### src/rtl/e_mul_pkg.sv
// Shared types for the e-series multiplier scheduler.
package e_mul_pkg;
  localparam int WORD_W = 16;

  typedef logic [WORD_W-1:0] word_t;

  typedef enum logic [2:0] {
    IDLE,
    LOAD_A,
    LOAD_B,
    START,
    WAIT,
    DRAIN
  } sched_state_e;
endpackage

### src/rtl/e_mul_sched_rr_arb.sv
// Combinational round-robin pick: first set request at or after rr_ptr, cyclically.
module e_rr_arb #(
  parameter int NREQ = 4
) (
  input  logic [NREQ-1:0]         req,
  input  logic [$clog2(NREQ)-1:0] rr_ptr,
  output logic [NREQ-1:0]         pick,
  output logic [$clog2(NREQ)-1:0] pick_idx
);
  localparam int IW = $clog2(NREQ);

  logic [IW-1:0] cand;

  // Scan from the farthest offset down so the nearest request wins.
  always_comb begin
    pick_idx = '0;
    cand     = '0;
    for (int off = NREQ - 1; off >= 0; off--) begin
      cand = IW'((int'(rr_ptr) + off) % NREQ);
      if (req[cand]) pick_idx = cand;
    end
    pick           = '0;
    pick[pick_idx] = |req;
  end
endmodule

### src/rtl/e_mul_sched.sv
// Round-robin scheduler that feeds one shared multi-word multiplier and
// streams its product back to the granted client.
module e_mul_sched
  import e_mul_pkg::*;
#(
  parameter int WORDS   = 32,
  parameter int NREQ    = 4,
  parameter int TIMEOUT = 1024
) (
  input  logic                         clk,
  input  logic                         rst_n,
  input  logic [NREQ-1:0]              req,
  output logic [NREQ-1:0]              gnt,
  input  logic [NREQ-1:0]              in_valid,
  input  logic [NREQ-1:0][WORD_W-1:0]  in_data,
  output logic [NREQ-1:0]              in_ready,
  output logic                         mul_start,
  output logic [WORDS-1:0][WORD_W-1:0] mul_a,
  output logic [WORDS-1:0][WORD_W-1:0] mul_b,
  input  logic                         mul_done,
  input  logic [WORDS-1:0][WORD_W-1:0] mul_product,
  output logic                         out_valid,
  output logic [WORD_W-1:0]            out_data,
  output logic                         out_last,
  output logic [$clog2(NREQ)-1:0]      out_id,
  input  logic                         out_ready,
  output logic                         busy,
  output logic                         err
);
  localparam int CW = $clog2(WORDS);
  localparam int TW = $clog2(TIMEOUT + 1);
  localparam int IW = $clog2(NREQ);

  sched_state_e                 state_reg, state_next;
  logic [CW-1:0]                cnt_reg;
  logic [TW-1:0]                tmo_reg;
  logic [NREQ-1:0]              gnt_reg;
  logic [IW-1:0]                id_reg;
  logic [IW-1:0]                rr_ptr_reg;
  logic                         err_reg;
  logic [WORDS-1:0][WORD_W-1:0] a_reg, b_reg;

  logic [NREQ-1:0] arb_pick;
  logic [IW-1:0]   arb_idx;
  logic [IW-1:0]   ptr_after;
  logic            loading, load_fire, drain_fire, cnt_end, tmo_hit;

  e_rr_arb #(.NREQ(NREQ)) u_arb (
    .req     (req),
    .rr_ptr  (rr_ptr_reg),
    .pick    (arb_pick),
    .pick_idx(arb_idx)
  );

  assign loading    = (state_reg == LOAD_A) || (state_reg == LOAD_B);
  assign load_fire  = loading && in_valid[id_reg];
  assign drain_fire = (state_reg == DRAIN) && out_ready;
  assign cnt_end    = (cnt_reg == CW'(WORDS - 1));
  assign tmo_hit    = (state_reg == WAIT) && !mul_done && (tmo_reg == TW'(TIMEOUT - 1));
  assign ptr_after  = IW'((int'(id_reg) + 1) % NREQ);

  always_comb begin
    state_next = state_reg;
    case (state_reg)
      IDLE:    if (|req) state_next = LOAD_A;
      LOAD_A:  if (load_fire && cnt_end) state_next = LOAD_B;
      LOAD_B:  if (load_fire && cnt_end) state_next = START;
      START:   state_next = WAIT;
      WAIT: begin
        if (mul_done)     state_next = DRAIN;
        else if (tmo_hit) state_next = IDLE;
      end
      DRAIN:   if (drain_fire && cnt_end) state_next = IDLE;
      default: state_next = IDLE;
    endcase
  end

  always_ff @(posedge clk or negedge rst_n) begin
    if (!rst_n) state_reg <= IDLE;
    else        state_reg <= state_next;
  end

  always_ff @(posedge clk or negedge rst_n) begin
    if (!rst_n) begin
      cnt_reg    <= '0;
      tmo_reg    <= '0;
      gnt_reg    <= '0;
      id_reg     <= '0;
      rr_ptr_reg <= '0;
      err_reg    <= 1'b0;
      a_reg      <= '0;
      b_reg      <= '0;
    end else begin
      case (state_reg)
        IDLE: begin
          if (|req) begin
            gnt_reg <= arb_pick;
            id_reg  <= arb_idx;
            cnt_reg <= '0;
          end
        end
        LOAD_A, LOAD_B: begin
          if (load_fire) begin
            if (state_reg == LOAD_A) a_reg[cnt_reg] <= in_data[id_reg];
            else                     b_reg[cnt_reg] <= in_data[id_reg];
            cnt_reg <= cnt_end ? '0 : cnt_reg + 1'b1;
          end
        end
        START: tmo_reg <= '0;
        WAIT: begin
          if (mul_done) begin
            cnt_reg <= '0;
          end else if (tmo_hit) begin
            // Abandon the job silently; the error flag stays until reset.
            err_reg    <= 1'b1;
            gnt_reg    <= '0;
            rr_ptr_reg <= ptr_after;
          end else begin
            tmo_reg <= tmo_reg + 1'b1;
          end
        end
        DRAIN: begin
          if (drain_fire) begin
            if (cnt_end) begin
              cnt_reg    <= '0;
              gnt_reg    <= '0;
              rr_ptr_reg <= ptr_after;
            end else begin
              cnt_reg <= cnt_reg + 1'b1;
            end
          end
        end
        default: ;
      endcase
    end
  end

  for (genvar gi = 0; gi < NREQ; gi++) begin : g_ready
    assign in_ready[gi] = gnt_reg[gi] & loading;
  end

  assign gnt       = gnt_reg;
  assign mul_start = (state_reg == START);
  assign mul_a     = a_reg;
  assign mul_b     = b_reg;
  assign out_valid = (state_reg == DRAIN);
  assign out_data  = out_valid ? mul_product[cnt_reg] : '0;
  assign out_last  = out_valid && cnt_end;
  assign out_id    = id_reg;
  assign busy      = (state_reg != IDLE);
  assign err       = err_reg;
endmodule

### config.mk
export PLATFORM = sky130hd
export DESIGN_NAME = e_mul_sched
export DESIGN_NICKNAME = d
export VERILOG_FILES = /design/src/rtl/e_mul_pkg.sv /design/src/rtl/e_mul_sched_rr_arb.sv /design/src/rtl/e_mul_sched.sv
export SDC_FILE = /design/constraint.sdc
export NUM_CORES = 2
export LEC_CHECK = 0
export ABC_AREA = 1
export BUFFER_PORTS_ARGS = -buffer_cell sky130_fd_sc_hd__buf_2
export CAP_MARGIN = 20
export CORE_AREA = 4 4 645 647
export DETAILED_ROUTE_END_ITERATION = 12
export DIE_AREA = 0 0 649 651
export PLACE_DENSITY_LB_ADDON = 0.3
export SLEW_MARGIN = 20
export SYNTH_ARGS = -nofsm -noshare
export SYNTH_HDL_FRONTEND = slang
export SYNTH_SLANG_ARGS = --single-unit
### constraint.sdc
create_clock -name clk -period 2.1 [get_ports clk]
set_clock_uncertainty 0.05 [all_clocks]
set_input_delay 0 -clock clk [delete_from_list [all_inputs] [get_ports clk]]
set_output_delay 0 -clock clk [all_outputs]
set_load 0.02 [all_outputs]
# [Word level (Yosys, flattened, before mapping)]
# Cells that the tools add are included.
[word_totals] reg_bits=1052 elab_cells=192 input_bits=588
[op_classes] n_reduce_logical=28 n_addsub=6 n_lt_le_gt_ge=9 eq_ne=19 n_mux=52 bitwise_logic=7
[ops] cell="bitwise mux 512 bit" n=2
[ops] cell="binary-select mux 16 bit (select 5 bit)" n=1
[ops] cell="demux 16 bit (select 5 bit)" n=1
[ops] cell="two-way mux 16 bit" n=4
[ops] cell="binary-select mux 16 bit (select 2 bit)" n=1
[ops] cell="two-way mux 5 bit" n=5
[ops] cell="two-way mux 11 bit" n=2
[ops] cell="case mux 11 bit (2 select lines)" n=1
[ops] cell="two-way mux 4 bit" n=5
[ops] cell="case mux 5 bit (4 select lines)" n=1
[ops] cell="less-than comparator 2 x 3 -> 1 bit, second input constant" n=6
[ops] cell="two-way mux 3 bit" n=6
[ops] cell="case mux 3 bit (6 select lines)" n=1
[ops] cell="two-way mux 2 bit" n=8
[ops] cell="AND reduction 5 bit" n=3
[ops] cell="!= test 2 bit, second input constant" n=6
[ops] cell="case mux 4 bit (3 select lines)" n=1
[ops] cell="AND reduction 3 bit" n=4
[ops] cell="adder 11 x 1 -> 11 bit, second input constant" n=1
[ops] cell="equality test 11 x 10 -> 1 bit, second input constant" n=1
[ops] cell="binary-select mux 1 bit (select 2 bit)" n=5
[ops] cell="!= test 2 x 1 -> 1 bit, second input constant" n=5
[ops] cell="logical AND 1 bit" n=9
[ops] cell="equality test 3 x 2 -> 1 bit, second input constant" n=2
[ops] cell="26 further kinds" n=40

# [Logic depth before layout (Yosys ltp)]
[depth] word_depth=14 mapped_depth=12 mapped_depth_nobuf=11

# [Hierarchy]
# A second synthesis with hierarchy kept.
[hier_totals] hier_cells=6530 hier_area_um2=48793.0
[modules_own_cells] mod="e_mul_sched" seq_area_each_um2=26325.2 area_per_inst_um2=48526.5 n_inst=1 cells_per_inst=6475
[modules_own_cells] mod="e_rr_arb" seq_area_each_um2=0.0 area_per_inst_um2=266.5 n_inst=1 cells_per_inst=55

# [Worst setup path before layout]
# Ideal clock, no wire load.
[synth_path] kind="flip-flop to flip-flop" from="register cnt_reg[0]" to="register a_reg, in the netlist mul_a[235]" stages_incl_launch_ff=12 path_slack_ns=0.050 t_arrival_ns=1.923 setup_ns=0.077 path_cell_list="dfrtp_1 inv_2 buf_4 buf_2 buf_2 ha_1 inv_1 nor2_1 nand2_1 clkbuf_1 nand2_1 o21ai_1"
[synth_between] elab_chain_cells=5 elab_cells_between_ends=6
[synth_lines] item="start, declared" line_no="e_mul_sched.sv:35" source="logic [CW-1:0] cnt_reg;"
[synth_lines] item="start signal, assigned" line_no="e_mul_sched.sv:106" source="cnt_reg <= cnt_end ? '0 : cnt_reg + 1'b1;"
[synth_lines] item="start signal, assigned" line_no="e_mul_sched.sv:129" source="cnt_reg <= cnt_reg + 1'b1;"
[synth_lines] item="less-than comparator 5 x 6 -> 1 bit (not written as such) / greater-or-equal comparator 5 x 1 -> 1 bit (equally long branches)" line_no="e_mul_sched.sv:104" source="if (state_reg == LOAD_A) a_reg[cnt_reg] <= in_data[id_reg];"
[synth_lines] item="logical AND 1 bit (not written as such)" line_no="e_mul_sched.sv:104"
[synth_lines] item="two-way mux 16 bit (not written as such)" line_no="e_mul_sched.sv:104"
[synth_lines] item="demux 16 bit (select 5 bit) *" line_no="e_mul_sched.sv:104"
[synth_lines] item="bitwise mux 512 bit *" line_no="e_mul_sched.sv:104"
[synth_lines] item="end signal, assigned by index" line_no="e_mul_sched.sv:104"
[synth_lines] item="end, declared" line_no="e_mul_sched.sv:41" source="logic [WORDS-1:0][WORD_W-1:0] a_reg, b_reg;"
# Every way passes the cells marked *; elsewhere a longest branch is shown, timed or not.
# A chain may end at the register's enable or synchronous reset.

# [Worst setup path in the final report]
[layout_path] from="register cnt_reg[0]" to="output port out_data[8]"
[layout_between] elab_chain_cells=3
[layout_lines] item="binary-select mux 16 bit (select 5 bit)" line_no="e_mul_sched.sv:147" source="assign out_data = out_valid ? mul_product[cnt_reg] : '0;"
[layout_lines] item="two-way mux 16 bit (not written as such)" line_no="e_mul_sched.sv:147"
[layout_lines] item="two-way mux 16 bit" line_no="e_mul_sched.sv:147"
[layout_lines] item="end, declared" line_no="e_mul_sched.sv:23" source="output logic [WORD_W-1:0] out_data,"
# Every way passes these cells. The select of a mux whose other input is x is not followed.

==> metrics <==
Slew @ Worst Pin=643.1 ps; total track usage=14.35%; #FFs+latches synth=1052; Worst EP arrival=3100 ps; Worst Path Buf+Inv=5; pre-CTS worst setup slack=-1877 ps; Iter 0 DRT Violations=3683; largest fanout on the critical path=6; top cell type's share of synthesized area=60.61%; clock latency on the worst-skew pair=850 ps; FFs w/ async S/R, synth=100.0%; number of synthesized flops with an enable pin=0; Final min period=3151 ps; # IOs=1643; RSZ-0062 raised after global routing=yes; Nets=7544; setup ws final=-1051 ps; Post-Synthesis Cell Area=43440 sq um; Tcrit/Tclk final=150.1%; WS Path Type=register to output pin; largest net degree at the start of global routing=85; initial antenna violation count=77; gr ovfl total=0; sequential-to-total area share from yosys stat=60.61%; Worst Hold Slack=42.67 ps; # setup viols final=1061; CP cell instances=buf_12 > inv_12 > buf_12 > buf_4 > nor2_1 > o21ai_1 > nand2_2 > nand2_2 > nor2_4 > a21oi_4 > buf_12; area grow syn2layout=65.83%; slowest library cell on the worst path=dfrtp_4; die area=422500 sq um; Die H=651 um; CTS Sinks=1052; Fmax achieved=317.3 MHz; pwr/cell area=1182 nW/um^2; Synthesized Nets=5540; most frequent cell after synthesis=nand2_1; Routed WL=324100 um; Clock transition at path regs=60 ps; post-route antenna net violation count=0; most frequent CP cell=buf_12; most instantiated cells after synthesis=1430 x nand2_1, 1268 x o21ai_0, 1052 x dfrtp_1; Clock Tree Buf Depth=4; Finished Core Util=17.59%; Top FF cell, synth=dfrtp_1; startpoint class of the critical path=register; Avg Inst Size Synth=8.782 sq um; # DRC=0; CP max stage delay=510 ps; Initial Util=10.60%; Avg WL per Cell=25.76 um; CTS tree=yes; PortBufs=1642; crit-path leading delay family=buffers and inverters; leading area contributor after synthesis=dfrtp_1; row count=235; vias in the first global route=44190; Core ar.=409600 sq um; failing checks=negative setup slack; Inserted Clock Buffers=139; Post-Syn Instances=4946; worst hold-check path type=primary input to register; Vias/cell=3.502; first-pass GRT wire length=414900 um; Final Hold Vio Count=0; Max Cap Viol=0; H-tree levels=4; Syn. warnings=0; Initial DRT Pass Iterations=5; Slew headroom=57.12%; dpl hpwl=248000 um; Yosys cell types=32; Clk Tree Root Cell=clkbuf_16; vias=44050; CP required=2050 ps; Max IR drop VDD=0.0006246 V; Slew Limit Fails=0; Final GP Congestion=0.9513; chip width=649 um; Setup crit end kind=output pin; Area contributors post-synth=dfrtp_1 61%, o21ai_0 15%, nand2_1 12%; share of layout cells above drive strength 1=39.80%; Leakage=35.04 nW; status=finished with violations
metal layers:
layer	track usage [%]	vias to the layer above	routed length [um]
li1	-	20380	-
met3	2.626	452	15610
met1	15.22	21530	118900
met5	0	-	182
met2	27.68	1653	173700
met4	5.635	28	15690
worst register-to-register path, stage by stage, from the launching register on:
cell and delay (ps):
dfrtp_4 510, buf_12 190, buf_8 140, buf_12 150, buf_16 150, buf_12 140
buf_12 130, ha_4 160, inv_2 60, buf_12 150, nor2_4 70, buf_6 120
nand2_8 130, clkbuf_16 240, o21ai_0 100
cells by family (layout without fill, tap and decap cells):
logic type                 count (synthesis)  in the layout  share of synthesized area, %
AOI/OAI and AO/OA                       1474           1474                         17.29
buffers and inverters                    471           2581                         4.767
adders and majority gates                  6              6                        0.1728
xor gates and xnor gates                   5              5                        0.1008
DFF                                     1052           1052                         60.61
and+or+nand+nor                         1938           1938                         17.06
other                                      0             72                             0
power by group:
| group | total (mW) | switching, mW | internal (mW) | leakage [nW] |
|---|---|---|---|---|
| clock | 24.6 | 10.1 | 14.4 | 2.26 |
| sequential | 22.6 | 0.938 | 21.7 | 14.6 |
| combinational | 38.0 | 25.7 | 12.3 | 18.2 |
| total | 85.2 | 36.8 | 48.4 | 35.0 |
cells in the final DEF, fill, tap and decap left out, drive strengths merged:
| master | count |
|---|---|
| diode | 72 |
| a21oi | 40 |
| a32o | 16 |
| nor2 | 466 |
| xnor2 | 1 |
| o22ai | 33 |
| bufbuf | 1 |
| inv | 63 |
| buf | 2180 |
| o21ai | 1382 |
| dfrtp | 1052 |
| o31ai | 1 |
| nor3 | 2 |
| nand4 | 8 |
| o211ai | 1 |
| clkinvlp | 4 |
| clkinv | 25 |
| or2 | 1 |
| nand3b | 1 |
| ha | 6 |
| bufinv | 7 |
| dlygate4sd3 | 71 |
| xor2 | 4 |
| clkbuf | 230 |
| nand3 | 29 |
| nand2 | 1431 |
| a31oi | 1 |
worst paths after layout:
check / from / endpoint / slack [ps] / depth (start not counted)
hold reg to reg: mul_a[179]$_DFFE_PN0P_ / mul_a[179]$_DFFE_PN0P_ / 420 / 2
hold / removal: in_data[21] / mul_a[421]$_DFFE_PN0P_ / 40 / 5
setup / recovery: cnt_reg[0]$_DFFE_PN0P_ / out_data[8] / -1050 / 11
setup reg to reg: cnt_reg[0]$_DFFE_PN0P_ / mul_a[341]$_DFFE_PN0P_ / -630 / 14
min in group asynchronous: rst_n / mul_a[71]$_DFFE_PN0P_ / 440 / 4
max in group asynchronous: rst_n / mul_a[103]$_DFFE_PN0P_ / 700 / 6
repair_timing:
action,in CTS,in global routing
pin swaps,83,96
setup buffers,56,30
resized for setup,395,455
endpoints found under the setup margin,1060,1061
hold buffers,72,0
cloned,17,30
endpoints found under the hold margin,1493,0
metrics by stage:
stage	std cells	TNS (ps)	instance area, sq um	total power [mW]
after floorplan	4946	0	43440	33.89
after global placement	12080	-350410	62460	56.39
after detailed placement	12080	-365280	62460	56.28
after CTS	12460	-595180	69920	86.03
after global routing	12550	-621760	71950	89.14
final	12580	-488330	72030	85.16
cell type report:
type / count / area [sq um]
diodes: 72 / 180.2
fillers: 46390 / 337600
repair inverters: 2 / 32.53
flip-flops and latches: 1052 / 26340
clock inverters: 43 / 539.3
well taps: 5451 / 6820
clock buffers: 204 / 4075
inverters: 54 / 232.7
multi-input cells: 3423 / 16990
repair buffers: 2278 / 16820
(Power assumes the default switching activity.)
